## src/rtl/width_conv_pkg.sv

```systemverilog
// rtl/width_conv_pkg.sv - mode and ratio helpers for the stream width converter
package width_conv_pkg;

  typedef enum logic [1:0] {
    MODE_PASS,
    MODE_UP,
    MODE_DOWN
  } conv_mode_e;

  function automatic conv_mode_e conv_mode(int iw, int ow);
    if (ow > iw) return MODE_UP;
    if (iw > ow) return MODE_DOWN;
    return MODE_PASS;
  endfunction

  function automatic int conv_ratio(int iw, int ow);
    if (ow > iw) return ow / iw;
    if (iw > ow) return iw / ow;
    return 1;
  endfunction

  // Slot/chunk counters never shrink below one bit, even for a 1:1 ratio.
  function automatic int cnt_width(int ratio);
    return (ratio > 1) ? $clog2(ratio) : 1;
  endfunction

endpackage

```

## src/rtl/width_conv_out_slice.sv

```systemverilog
// rtl/width_conv_out_slice.sv - one-deep output register with valid/ready
module width_conv_out_slice #(
  parameter int DW = 64,
  parameter int KW = 1
) (
  input  logic          I_Clk,
  input  logic          I_Rst_n,
  input  logic          load_valid,
  input  logic [DW-1:0] load_data,
  input  logic [KW-1:0] load_keep,
  input  logic          load_last,
  output logic          load_en,
  input  logic          beat_ready,
  output logic          beat_valid,
  output logic [DW-1:0] beat_data,
  output logic [KW-1:0] beat_keep,
  output logic          beat_last
);

  // The register may take a new beat whenever it is empty or being drained.
  assign load_en = ~beat_valid | beat_ready;

  always_ff @(posedge I_Clk or negedge I_Rst_n) begin
    if (!I_Rst_n) begin
      beat_valid <= 1'b0;
      beat_data  <= '0;
      beat_keep  <= '0;
      beat_last  <= 1'b0;
    end else if (load_en) begin
      beat_valid <= load_valid;
      if (load_valid) begin
        beat_data <= load_data;
        beat_keep <= load_keep;
        beat_last <= load_last;
      end
    end
  end

endmodule

```

## src/rtl/data_width_conv.sv

```systemverilog
// rtl/data_width_conv.sv - MSB-first stream upsizer/downsizer/register slice
module data_width_conv
  import width_conv_pkg::*;
#(
  parameter int IW_WIDTH = 32,
  parameter int OW_WIDTH = 64,
  localparam int KW = (OW_WIDTH > IW_WIDTH) ? OW_WIDTH / IW_WIDTH : 1
) (
  input  logic                I_Clk,
  input  logic                I_Rst_n,
  input  logic                I_Data_De,
  input  logic [IW_WIDTH-1:0] I_Data,
  input  logic                I_Data_Last,
  output logic                O_In_Rdy,
  output logic                O_Data_De,
  output logic [OW_WIDTH-1:0] O_Data,
  output logic [KW-1:0]       O_Data_Keep,
  output logic                O_Data_Last,
  input  logic                I_Out_Rdy
);

  localparam conv_mode_e MODE  = conv_mode(IW_WIDTH, OW_WIDTH);
  localparam int         RATIO = conv_ratio(IW_WIDTH, OW_WIDTH);
  localparam int         CW    = cnt_width(RATIO);

  if (IW_WIDTH < 1 || OW_WIDTH < 1 ||
      ((IW_WIDTH % OW_WIDTH) != 0 && (OW_WIDTH % IW_WIDTH) != 0)) begin : g_bad_ratio
    $error("data_width_conv: IW_WIDTH and OW_WIDTH must be integer multiples of each other");
  end

  if (MODE == MODE_UP) begin : g_up
    logic                         load_en;
    logic                         in_fire;
    logic                         done;
    logic [OW_WIDTH-IW_WIDTH-1:0] acc;
    logic [CW-1:0]                cnt;
    logic [OW_WIDTH-1:0]          acc_next;
    logic [OW_WIDTH-1:0]          word;
    logic [KW-1:0]                keep;

    assign O_In_Rdy = I_Rst_n & load_en;
    assign in_fire  = I_Data_De & O_In_Rdy;
    assign done     = in_fire & ((cnt == CW'(RATIO - 1)) | I_Data_Last);
    assign acc_next = {acc, I_Data};
    // Left-justify a short word: empty low slots become zero with keep cleared.
    assign word     = acc_next << (IW_WIDTH * (RATIO - 1 - int'(cnt)));
    assign keep     = {KW{1'b1}} << (RATIO - 1 - int'(cnt));

    always_ff @(posedge I_Clk or negedge I_Rst_n) begin
      if (!I_Rst_n) begin
        acc <= '0;
        cnt <= '0;
      end else if (done) begin
        acc <= '0;
        cnt <= '0;
      end else if (in_fire) begin
        acc <= acc_next[OW_WIDTH-IW_WIDTH-1:0];
        cnt <= cnt + CW'(1);
      end
    end

    width_conv_out_slice #(.DW(OW_WIDTH), .KW(KW)) u_slice (
      .I_Clk      (I_Clk),
      .I_Rst_n    (I_Rst_n),
      .load_valid (done),
      .load_data  (word),
      .load_keep  (keep),
      .load_last  (I_Data_Last),
      .load_en    (load_en),
      .beat_ready (I_Out_Rdy),
      .beat_valid (O_Data_De),
      .beat_data  (O_Data),
      .beat_keep  (O_Data_Keep),
      .beat_last  (O_Data_Last)
    );
  end else if (MODE == MODE_DOWN) begin : g_down
    logic                load_en;
    logic                more;
    logic [CW-1:0]       chunk;
    logic [IW_WIDTH-1:0] hold;
    logic                held_last;
    logic [IW_WIDTH-1:0] load_data;
    logic                load_last;

    // While chunks remain, the slice reloads itself with the shifted word.
    assign more      = O_Data_De & (chunk != CW'(RATIO - 1));
    assign load_data = more ? {hold[IW_WIDTH-OW_WIDTH-1:0], {OW_WIDTH{1'b0}}} : I_Data;
    assign load_last = more ? held_last : I_Data_Last;
    assign O_In_Rdy  = I_Rst_n & load_en & ~more;

    assign O_Data      = hold[IW_WIDTH-1 -: OW_WIDTH];
    assign O_Data_Last = held_last & (chunk == CW'(RATIO - 1));

    always_ff @(posedge I_Clk or negedge I_Rst_n) begin
      if (!I_Rst_n) begin
        chunk <= '0;
      end else if (load_en) begin
        chunk <= more ? chunk + CW'(1) : '0;
      end
    end

    width_conv_out_slice #(.DW(IW_WIDTH), .KW(1)) u_slice (
      .I_Clk      (I_Clk),
      .I_Rst_n    (I_Rst_n),
      .load_valid (more | I_Data_De),
      .load_data  (load_data),
      .load_keep  (1'b1),
      .load_last  (load_last),
      .load_en    (load_en),
      .beat_ready (I_Out_Rdy),
      .beat_valid (O_Data_De),
      .beat_data  (hold),
      .beat_keep  (O_Data_Keep),
      .beat_last  (held_last)
    );
  end else begin : g_pass
    logic load_en;

    assign O_In_Rdy = I_Rst_n & load_en;

    width_conv_out_slice #(.DW(OW_WIDTH), .KW(1)) u_slice (
      .I_Clk      (I_Clk),
      .I_Rst_n    (I_Rst_n),
      .load_valid (I_Data_De),
      .load_data  (I_Data),
      .load_keep  (1'b1),
      .load_last  (I_Data_Last),
      .load_en    (load_en),
      .beat_ready (I_Out_Rdy),
      .beat_valid (O_Data_De),
      .beat_data  (O_Data),
      .beat_keep  (O_Data_Keep),
      .beat_last  (O_Data_Last)
    );
  end

endmodule

```

## config.mk

```make
export PLATFORM = sky130hd
export DESIGN_NAME = data_width_conv
export DESIGN_NICKNAME = d
export VERILOG_FILES = /design/src/rtl/width_conv_pkg.sv /design/src/rtl/width_conv_out_slice.sv /design/src/rtl/data_width_conv.sv
export SDC_FILE = /design/constraint.sdc
export NUM_CORES = 1
export LEC_CHECK = 0
export BUFFER_PORTS_ARGS = -buffer_cell sky130_fd_sc_hd__buf_2
export CAP_MARGIN = 20
export CORE_ASPECT_RATIO = 1.2
export CORE_MARGIN = 1.5
export CORE_UTILIZATION = 40
export CTS_CLUSTER_DIAMETER = 40
export DETAILED_ROUTE_END_ITERATION = 10
export PLACE_DENSITY_LB_ADDON = 0.12
export SKIP_LAST_GASP = 1
export SLEW_MARGIN = 20
export SYNTH_ARGS = -nofsm -noshare
export SYNTH_HDL_FRONTEND = slang
export SYNTH_SLANG_ARGS = --single-unit
```

## constraint.sdc

```tcl
create_clock -name I_Clk -period 1.8 [get_ports I_Clk]
set_input_delay 0.45 -clock I_Clk [delete_from_list [all_inputs] [get_ports I_Clk]]
set_output_delay 0.45 -clock I_Clk [all_outputs]
set_load 0.005 [all_outputs]
```

==> results.sh <==
export IMPL_die_area_mm2=0.01134
export IMPL_relSlewSlack_pct=53.49
export IMPL_grtUsageMet1_pct=23.96
export IMPL_cts_buffers=9
export IMPL_outcome="completed"
export IMPL_avgViaCountPerCell=5.140
export IMPL_cpMaxStageDelayCell="dfrtp_1"
export IMPL_p_leak_uw=0.002570
export IMPL_n_fill_cell=985
export IMPL_vias=2940
export IMPL_grt_overflow_total=0
export IMPL_critical_path_class="reg -> out"
export IMPL_wl_per_cell_um=16.58
export IMPL_chipWidth_um=97.46
export IMPL_drt_pass1_iter_count=4
export IMPL_yosysTopAreaCell="dfrtp_1"
export IMPL_start_util_pct=40.93
export IMPL_crit_path_start_kind="flop"
export IMPL_cp_slowest_stage_delay_ps=390
export IMPL_post_cts_buffers=0
export IMPL_htreeDepth=3
export IMPL_cp_cell_sequence="nand2b_2 > and2_1 > buf_2"
export IMPL_drt_first_iter_violations=114
export IMPL_synth_area_top_cells="dfrtp_1 (59%), mux2_2 (17%), a22o_1 (6.5%)"
export IMPL_grt_util_met2_pct=25.74
export IMPL_final_cell_mix="buf_2 (104), dfrtp_1 (100), mux2_2 (64)"
export IMPL_syn2layout_area_growth_pct=22.90
export IMPL_clock_path_buffers=2
export IMPL_reg2regPathDepth=3
export IMPL_synthesis_nets=373
export IMPL_syn_area_mm2=0.004283
export IMPL_gp_congestion=0.7180
export IMPL_drc=0
export IMPL_fp_dieH_um=116.4
export IMPL_antenna_found_initial=0
export IMPL_yosysSeqAreaShare_pct=59.01
export IMPL_grt_usage_pct=16.84
export IMPL_insertedDiodeCount=0
export IMPL_busiest_layer="met2"
export IMPL_core_area_mm2=0.01047
export IMPL_final_max_slew_violation_count=0
export IMPL_rsz0062_at_grt="false"
export IMPL_post_route_period_util_pct=87.40
export IMPL_layout_min_cycle_time_ps=1573
export IMPL_worst_setup_path_end_kind="output port"
export IMPL_max_slew_worst_pin_slew_ps=697.6
export IMPL_yosys_warnings=0
export IMPL_ir_drop_v=0.0005601
export IMPL_crit_arrival_ps=1120
export IMPL_io_buffers=105
export IMPL_hold_viol=0
export IMPL_finalClockSkew_ps=6.682
export IMPL_cts_sinks=101
export IMPL_use_met3_pct=3.291
export IMPL_clockRootBuffer="clkbuf_16"
export IMPL_ctsHoldBuffers=0
export IMPL_clkLatencyLatePin_ps=340
export IMPL_synth_cells=336
export IMPL_grt_max_degree=57
export IMPL_max_cap_violations=0
export IMPL_max_freq_mhz=635.6
export IMPL_ys_seq_elements=101
export IMPL_cts_resized_gates=0
export IMPL_setup_viol=0
export IMPL_power_per_cell_area_mw_per_mm2=1253
export IMPL_setup_tns_ps=0
export IMPL_drt_total_wl_um=9482
export IMPL_grt_pass1_wl_um=15210
export IMPL_fin_nets=475
export IMPL_path_max_fanout=4
export IMPL_clk_pin_slew_ps=70
export IMPL_ant_nets=0
export IMPL_io_pins=106
export IMPL_layout_drive_gt1_share_pct=45.82
export IMPL_final_common_cell="buf_2"
export IMPL_grt_pass1_vias=2863
export IMPL_whs_ps=228.4
export IMPL_synth_area_per_cell_um2=12.75
export IMPL_dpl_hpwl_um=6334
export IMPL_synth_top_area_share_pct=59.01
export IMPL_num_rows=41
export IMPL_cts_tree="built"
export IMPL_synth_cell_types=20
export IMPL_cp_required_ps=1350
export IMPL_hold_class="in -> async"
## cell families (layout without fill, tap and decap cells)
family / after synthesis / in the layout / share of synthesized area, %
buf+inv: 62 / 169 / 7.011
compound gates: 68 / 68 / 11.25
flops: 101 / 101 / 59.01
simple gates: 41 / 41 / 5.901
mux: 64 / 64 / 16.83
## report_power, final
part | internal (uW) | switching, uW
registers | 2820 | 297
clock network | 1090 | 812
logic | 912 | 669
## sequential cells by signal (all words and copies together) (netlist names)
| register | count |
|---|---|
| g_up.u_slice.beat_data | 64 |
| g_up.u_slice.beat_valid | 1 |
| g_up.u_slice.beat_last | 1 |
| g_up.acc | 32 |
| g_up.u_slice.beat_keep | 2 |
| g_up.cnt | 1 |
## per-stage QoR
stage / util [%] / setup WS, ps / total power, uW / cells / instance area [um2]
after floorplan: - / 215.1 / 3989 / 336 / 4283
after global placement: 47.44 / 168.6 / 4736 / 556 / 4965
after detailed placement: 47.44 / 142.2 / 4764 / 556 / 4965
after CTS: 50.30 / 211.0 / 6703 / 572 / 5264
after global routing: 50.30 / 169.4 / 6983 / 572 / 5264
final: 50.30 / 226.7 / 6596 / 572 / 5264
## synth_stat cells, drive strengths merged
cell,count
a21o,1
a22o,32
and2,3
and4,1
buf,19
clkbuf,10
dfrtp,101
inv,33
mux2,64
nand2,1
nand2b,2
nand3,1
nand4,32
nor2,1
o211ai,1
o21a,1
o21ai,33
## critical path: cells and delay by family (launching register included)
family                 cells  cell delay [ps]
DFF                        1              390
and+or+nand+nor            2              270
buffers and inverters      1              120
## area by class of cell
class / count / area (um2) / area share [%]
Timing Repair Buffer: 120 / 690.7 / 13.12
Multi-Input combinational cell: 173 / 1460 / 27.74
Clock buffer: 14 / 284.0 / 5.396
Inverter: 33 / 123.9 / 2.353
Tap cell: 129 / 161.4 / 3.066
Sequential cell: 101 / 2529 / 48.04
Clock inverter: 2 / 15.01 / 0.2852
## final timing paths
kind	end	startpoint	slack, ps
max	O_In_Rdy	g_up.u_slice.beat_valid$_DFFE_PN0N_	230
max reg2reg	g_up.u_slice.beat_data[56]$_DFFE_PN0P_	g_up.cnt$_DFFE_PN0P_	260
min	g_up.u_slice.beat_data[5]$_DFFE_PN0P_	I_Rst_n	230
min in group I_Clk	g_up.u_slice.beat_data[10]$_DFFE_PN0P_	I_Data[10]	360
max in group asynchronous	g_up.cnt$_DFFE_PN0P_	I_Rst_n	1020
min reg2reg	g_up.u_slice.beat_keep[1]$_DFFE_PN0P_	g_up.u_slice.beat_keep[1]$_DFFE_PN0P_	470
## per-layer routing
metal,vias up,routed length (um)
met2,66,4413
met3,7,338
li1,1403,-
met4,0,100
met5,-,0
met1,1464,4629
Note: power is estimated with default switching activity, not from simulation.
